## src/rtl/iterative_muldiv_unit.sv

```systemverilog
// iterative_muldiv_unit: radix-2 RV32M multiply/divide, one bit per cycle, result held until next start.
module iterative_muldiv_unit #(
    parameter int XLEN = 32
) (
    input  logic            clk,
    input  logic            reset,
    input  logic            start,
    input  logic [2:0]      funct3,
    input  logic [XLEN-1:0] op_a,
    input  logic [XLEN-1:0] op_b,
    input  logic            flush,
    output logic            busy,
    output logic            done,
    output logic [XLEN-1:0] result
);
    localparam int CNT_W = $clog2(XLEN) + 1;
    localparam logic [1:0] IDLE  = 2'd0;
    localparam logic [1:0] CALC  = 2'd1;
    localparam logic [1:0] FIXUP = 2'd2;
    localparam logic [1:0] DONE  = 2'd3;

    logic [1:0]        state;
    logic [CNT_W-1:0]  cnt;
    logic [2:0]        op;
    logic              neg_q, neg_r;
    logic [XLEN-1:0]   b_mag, rem;
    logic [2*XLEN-1:0] acc;

    logic              sa, sb, accept, div0, ovf, ge;
    logic [XLEN-1:0]   am, bm, fast_res, rem_nx, q_fix, r_fix, fix_res;
    logic [XLEN:0]     hsum, shifted;
    logic [2*XLEN-1:0] mul_nx, div_nx, prod;

    assign busy = (state == CALC) || (state == FIXUP);
    assign done = state == DONE;

    always_comb begin
        sa       = op_a[XLEN-1] & (funct3 == 3'b001 || funct3 == 3'b010 || funct3 == 3'b100 || funct3 == 3'b110);
        sb       = op_b[XLEN-1] & (funct3 == 3'b001 || funct3 == 3'b100 || funct3 == 3'b110);
        am       = sa ? -op_a : op_a;
        bm       = sb ? -op_b : op_b;
        accept   = start && !flush && (state == IDLE || state == DONE);
        div0     = funct3[2] && op_b == '0;
        ovf      = funct3[2] && !funct3[0] && op_a == {1'b1, {(XLEN-1){1'b0}}} && &op_b;
        fast_res = div0 ? (funct3[1] ? op_a : '1) : (funct3[1] ? '0 : op_a);
        // multiply: add multiplicand into the upper half, then shift the whole accumulator right
        hsum     = {1'b0, acc[2*XLEN-1:XLEN]} + (acc[0] ? {1'b0, b_mag} : '0);
        mul_nx   = {hsum, acc[XLEN-1:1]};
        // divide: dividend bits leave the top of the low half as quotient bits enter at the bottom
        shifted  = {rem, acc[XLEN-1]};
        ge       = shifted >= {1'b0, b_mag};
        rem_nx   = ge ? XLEN'(shifted - {1'b0, b_mag}) : shifted[XLEN-1:0];
        div_nx   = {acc[2*XLEN-1:XLEN], acc[XLEN-2:0], ge};
        prod     = neg_q ? -acc : acc;
        q_fix    = neg_q ? -acc[XLEN-1:0] : acc[XLEN-1:0];
        r_fix    = neg_r ? -rem : rem;
        fix_res  = op[2] ? (op[1] ? r_fix : q_fix) : (op == 3'b000 ? prod[XLEN-1:0] : prod[2*XLEN-1:XLEN]);
    end

    always_ff @(posedge clk) begin
        if (reset) begin
            state  <= IDLE;
            cnt    <= '0;
            op     <= '0;
            neg_q  <= 1'b0;
            neg_r  <= 1'b0;
            b_mag  <= '0;
            rem    <= '0;
            acc    <= '0;
            result <= '0;
        end else if (accept) begin
            op    <= funct3;
            neg_q <= sa ^ sb;
            neg_r <= sa;
            b_mag <= bm;
            acc   <= {{XLEN{1'b0}}, am};
            rem   <= '0;
            cnt   <= '0;
            if (div0 || ovf) begin
                state  <= DONE;
                result <= fast_res;
            end else begin
                state <= CALC;
            end
        end else if (flush || state == DONE) begin
            state <= IDLE;
        end else if (state == CALC) begin
            acc   <= op[2] ? div_nx : mul_nx;
            rem   <= op[2] ? rem_nx : rem;
            cnt   <= cnt + 1'b1;
            state <= (cnt == CNT_W'(XLEN-1)) ? FIXUP : CALC;
        end else if (state == FIXUP) begin
            state  <= DONE;
            result <= fix_res;
        end
    end
endmodule
```

## config.mk

```make
export PLATFORM = sky130hd
export DESIGN_NAME = iterative_muldiv_unit
export DESIGN_NICKNAME = d
export VERILOG_FILES = /design/src/rtl/iterative_muldiv_unit.sv
export SDC_FILE = /design/constraint.sdc
export NUM_CORES = 1
export LEC_CHECK = 0
export ABC_AREA = 0
export BUFFER_PORTS_ARGS = -buffer_cell sky130_fd_sc_hd__buf_2
export CORE_MARGIN = 5
export CORE_UTILIZATION = 55
export DETAILED_ROUTE_END_ITERATION = 10
export GPL_ROUTABILITY_DRIVEN = 0
export HOLD_SLACK_MARGIN = 0.03
export PLACE_DENSITY = 0.76
export SLEW_MARGIN = 20
export SYNTH_ARGS = -nofsm -noshare
export SYNTH_HDL_FRONTEND = slang
export SYNTH_SLANG_ARGS = --single-unit
```

## constraint.sdc

```tcl
create_clock -name clk -period 3.5 [get_ports clk]
set_clock_uncertainty 0.2 [all_clocks]
set_input_delay 0.7 -clock clk [delete_from_list [all_inputs] [get_ports clk]]
set_output_delay 0.7 -clock clk [all_outputs]
set_load 0.01 [all_outputs]
```

**Word level (Yosys, flattened, before mapping)**

Index checks and enable logic that the tools add are counted.

- Bits in latches: 0
- Logic and storage cells: 94
- Bits of input ports: 71
- Output and inout port bits: 34
- Memory bits (writable): 0
- Memories: 0
- Register bits: 173
- ROM bits: 0

- Equal/unequal tests: 12
- Reductions and logical operators: 30
- Bitwise logic cells: 5
- Shift-type cells: 0
- Magnitude comparators: 1
- Div/mod/pow operators: 0
- Add/subtract/negate cells: 8
- $mul: 0
- Multiplexer cells: 28

Operators by type and width:

| operator | number |
|---|---|
| $mux 32 | 21 |
| $neg 32->32 | 4 |
| $mux 64 | 1 |
| $neg 64->64 | 1 |
| $add 32x32->33 | 1 |
| $ge 33x32->1 | 1 |
| $eq 32x32->1 const B | 1 |
| $logic_not 32->1 | 1 |
| $reduce_and 32->1 | 1 |
| $sub 32x32->32 | 1 |
| $mux 2 | 6 |
| $logic_or 1x1->1 | 9 |
| $add 6x1->6 const B | 1 |
| $eq 3x3->1 const B | 2 |
| $eq 6x5->1 const B | 1 |
| $logic_and 1x1->1 | 6 |
| $reduce_and 3->1 | 2 |
| $eq 2x2->1 const B | 2 |
| $ne 2x2->1 const B | 2 |
| $reduce_and 2->1 | 2 |
| $reduce_and 4->1 | 1 |
| $reduce_bool 2->1 | 2 |
| $reduce_bool 4->1 | 1 |
| $eq 3x1->1 const B | 1 |
| 10 further kinds | 13 |

**Longest topological paths before layout**

- Depth in word-level cells: 8
- Depth in mapped cells: 14
- Gate-level depth less buffers: 12

**Least setup slack after synthesis**

No wires, ideal clock.

- Path kind: register -> register
- From: reg acc[0]
- To: reg result[30]
- Required time: 3.151 ns
- Library setup time: 0.149 ns
- Cell stages (with the launch flop): 14
- Arrival: 3.202 ns
- Path slack: -0.051 ns
- Clock period less this slack: 3.551 ns
- Path buffers: 2
- Cells stage by stage: dfxtp_1 inv_1 clkbuf_1 ha_1 or3b_2 or3_1 clkbuf_1 or3_1 or4_1 nand2_1 xor2_1 o22ai_1 a21oi_1 a311oi_1

- Cells in the longest elaborated chain, start to end: 8
- Elaborated cells on any way between the ends: 11
- Those cells by class: 2 x add/sub; 9 x mux

RTL lines:

| element | RTL line | text |
|---|---|---|
| start, declared | 27 | `logic [2*XLEN-1:0] acc;` |
| start signal, assigned | 76 | `acc <= {{XLEN{1'b0}}, am};` |
| start signal, assigned | 88 | `acc <= op[2] ? div_nx : mul_nx;` |
| $neg 64->64 / $neg 32->32 (equally long branches) | 54, 55 |  |
| $mux 64 / $mux 32 (equally long branches) | 54, 55 |  |
| $mux 32 | 57 | `fix_res = op[2] ? (op[1] ? r_fix : q_fix) : (op == 3'b000 ? prod[XLEN-1:0] : prod[2*XLEN-1:XLEN]);` |
| $mux 32 * | 57 |  |
| $mux 32 * | 92 | `end else if (state == FIXUP) begin` |
| $mux 32 * | 87 | `end else if (state == CALC) begin` |
| $mux 32 * | 85 | `end else if (flush \|\| state == DONE) begin` |
| $mux 32 * | 71 | `end else if (accept) begin` |
| end signal, assigned | 81 | `result <= fast_res;` |
| end signal, assigned | 94 | `result <= fix_res;` |
| end, declared | 14 | `output logic [XLEN-1:0] result` |

Mark *: on every way between the ends. The rest lies on a longest branch, timed or not. The select of a mux whose other input is x is not followed.
A chain may end at the register's enable or synchronous reset.

**Final worst setup path**

- From: reg acc[0]
- To: reg result[11]

Same word-level chain as after synthesis.

==> results.sh <==
export IMPL_status="completed"
export IMPL_cts_tree="done"
export IMPL_synth_seq_area_share=0.223
export IMPL_synthArstFlopShare=0
export IMPL_fmax_mhz=291
export IMPL_clkLatencyLatePin_ns=0.44
export IMPL_worstRegToRegCells=11
export IMPL_p_comb_frac=0.308
export IMPL_drt_initial_drc_count=2165
export IMPL_register_area_um2=3470
export IMPL_hold_path_depth=2
export IMPL_synth_edf_count=0
export IMPL_worst_path_most_repeated_cell="buf_4"
export IMPL_power_density_nw_per_um2=346
export IMPL_wl_um=52600
export IMPL_netlist_area_um2=15500
export IMPL_grt_pass1_vias=15700
export IMPL_syn_num_nets=2291
export IMPL_grt_usage=0.319
export IMPL_final_nets=2416
export IMPL_antenna_found_initial=0
export IMPL_die_area_um2=31600
export IMPL_fill_cells=2470
export IMPL_finalPower_mw=6.19
export IMPL_ctsLongestPathBuffers=2
export IMPL_io_pins=105
export IMPL_p_seq_frac=0.346
export IMPL_drv_slew=0
export IMPL_vdd_drop_max_mv=0.324
export IMPL_vias_per_cell=6.45
export IMPL_synth_flop_cell="dfxtp_1"
export IMPL_die_h_um=178
export IMPL_fin_crit_ns=3.44
export IMPL_synthCells=2145
export IMPL_yosys_cell_types_count=82
export IMPL_row_count=61
export IMPL_core_um2=27800
export IMPL_routedWlPerCell_um=19.8
export IMPL_cts_htree_levels=4
export IMPL_yosysWarningCount=0
export IMPL_grt_remaining_overflow=0
export IMPL_worstPathMaxFanout=6
export IMPL_antennaDiodeCount=0
export IMPL_path_clk_slew_ns=0.07
export IMPL_fin_crit_sh=0.982
export IMPL_slew_headroom=0.457
export IMPL_tightest_slew_ns=0.808
export IMPL_utilization=0.645
export IMPL_clock_sinks=173
export IMPL_ctsRootBufferMaster="clkbuf_16"
export IMPL_multi_input_area_um2=11300
export IMPL_cp_cell_sequence="buf_4 > or4_1 > or3_4 > nor4_4 > buf_4 > nand3_1 > o21ai_0 > xor2_1 > o221ai_1 > o211ai_1 > a21oi_1"
export IMPL_hpwl_um=40400
export IMPL_worstPathRequired_ns=3.62
export IMPL_cp_arrival_ns=3.56
export IMPL_ant_nets=0
export IMPL_grt_pass1_wl_um=81900
export IMPL_clkPwrFrac=0.347
export IMPL_netSwitchingFraction=0.348
export IMPL_critPathLaunchType="flop"
export IMPL_power_switching_mw=2.15
export IMPL_critical_path_max_stage_delay_ns=0.55
export IMPL_dr_total_vias=17100
export IMPL_initial_core_util=0.558
export IMPL_fin_setup_tns_ns=0
export IMPL_synth_seq_cells=173
export IMPL_finalHoldViolCount=0
export IMPL_io_buffers=104
export IMPL_grt_max_degree=73
export IMPL_critPathSlowestCell="or4_1"
export IMPL_area_growth_pct=15.5
export IMPL_dr_pass1_iters=9
export IMPL_cts_buffers=17
export IMPL_crit_type="flop to flop"
export IMPL_drive_gt1_frac=0.152
export IMPL_end_kind="flop"
export IMPL_drc=0
export IMPL_die_w_um=178
export IMPL_power_internal_mw=4.04
export IMPL_hp_class="flop to flop"
export IMPL_p_leak_nw=7.16
export IMPL_setup_viol=0
export IMPL_maxCapViolations=0
export IMPL_synth_avg_cell_area_um2=7.23
export IMPL_rsz0062_at_grt="yes"
power by group through the flow:
stage / clock network [mW] / registers (mW) / logic [mW]
floorplan: 0 / 2.16 / 1.24
global placement: 0 / 2.18 / 1.78
detailed placement: 0 / 2.18 / 1.81
CTS: 2.15 / 2.14 / 1.83
global route: 2.24 / 2.15 / 2.05
finish: 2.15 / 2.14 / 1.91
routing by layer:
| metal | GRT usage | routed length [um] | vias up |
|---|---|---|---|
| met3 | 0.0535 | 5830 | 161 |
| li1 | - | - | 8068 |
| met5 | 0 | 0 | - |
| met1 | 0.423 | 21100 | 7881 |
| met4 | 0.123 | 2140 | 0 |
| met2 | 0.518 | 23500 | 1034 |
path summary, 6_finish.rpt:
kind | start | to | slack, ns
min | b_mag[31]$_SDFFE_PP0P_ | b_mag[31]$_SDFFE_PP0P_ | 0.25
max | acc[0]$_SDFFE_PP0P_ | result[11]$_SDFFE_PP0P_ | 0.06
min reg2reg | b_mag[31]$_SDFFE_PP0P_ | b_mag[31]$_SDFFE_PP0P_ | 0.25
max reg2reg | acc[0]$_SDFFE_PP0P_ | result[11]$_SDFFE_PP0P_ | 0.06
through the flow:
stage	setup slack, ns	hold slack [ns]	cell area (um^2)	std cells
after global routing	-0.0471	0.282	17900	2660
final	0.0642	0.255	17900	2660
after floorplan	0.00898	0.232	15500	2145
after global placement	-0.433	0.242	17100	2623
after detailed placement	-0.398	0.247	17100	2623
after CTS	0.00754	0.257	17800	2654
cells in the mapped netlist (9+ instances only):
library cell | n | share of area
xor2_1 | 103 | 0.058
nor4_1 | 20 | 0.0081
ha_1 | 73 | 0.059
a211oi_1 | 86 | 0.042
or4_1 | 19 | 0.0092
o21a_1 | 13 | 0.0063
o21ai_0 | 138 | 0.045
or3_1 | 33 | 0.013
xnor2_1 | 86 | 0.049
a311oi_1 | 19 | 0.011
nand2b_1 | 17 | 0.0069
inv_1 | 69 | 0.017
and3_1 | 9 | 0.0036
nor3_1 | 35 | 0.011
mux2i_1 | 41 | 0.026
o22ai_1 | 12 | 0.0048
o41ai_1 | 25 | 0.014
nor2_1 | 272 | 0.066
nand4_1 | 30 | 0.012
maj3_1 | 17 | 0.011
dfxtp_1 | 173 | 0.22
o211ai_1 | 24 | 0.012
a21oi_1 | 206 | 0.066
nand3_1 | 39 | 0.013
nand2_1 | 200 | 0.048
a21o_1 | 27 | 0.013
a31oi_1 | 14 | 0.0056
clkbuf_1 | 133 | 0.032
o31ai_1 | 42 | 0.020
o21ai_1 | 10 | 0.0032
cell type report:
cell class | instances | area share
Sequential cell | 173 | 0.194
Multi-Input combinational cell | 1750 | 0.633
Timing Repair Buffer | 257 | 0.0970
Tap cell | 378 | 0.0264
Inverter | 71 | 0.0149
Clock buffer | 20 | 0.0255
Clock inverter | 11 | 0.0101
cell families after synthesis:
| logic type | Yosys count | synth area share |
|---|---|---|
| compound gates | 704 | 0.296 |
| simple gates | 722 | 0.216 |
| xor+xnor | 189 | 0.107 |
| fa+ha+maj | 92 | 0.0725 |
| mux | 43 | 0.0279 |
| buf+inv | 222 | 0.0571 |
| flops | 173 | 0.223 |
critical path: cells and delay by family, from the launching register on:
kind,cells,cell delay (ns)
compound gates,4,0.76
flops,1,0.31
simple gates,4,1.49
buf+inv,2,0.34
xor+xnor,1,0.21
flip-flops by register name, summed over array words and instances, names as in the netlist:
register  count
op            3
rem          32
cnt           6
neg_r         1
neg_q         1
b_mag        32
result       32
acc          64
state         2
layout by cell type (no fill, tap or decap), drive strengths merged, types with 19 or more instances in the layout:
cell	count
a21oi	206
inv	73
o31ai	44
mux2i	41
dfxtp	173
buf	257
o211ai	24
or3	34
a311oi	19
nor3	35
xor2	103
a211oi	86
nand3	39
nand2	200
a21o	27
xnor2	86
nor2	272
clkbuf	20
nand4	30
o21ai	148
or4	22
o41ai	30
nor4	22
ha	73
repair_timing:
item	4_1_cts	5_1_grt
pin swaps	0	7
setup buffers	0	6
hold buffers	0	0
endpoints found under the setup margin	7	51
gates resized for setup	4	33
Note: power is estimated with default switching activity, not from simulation.
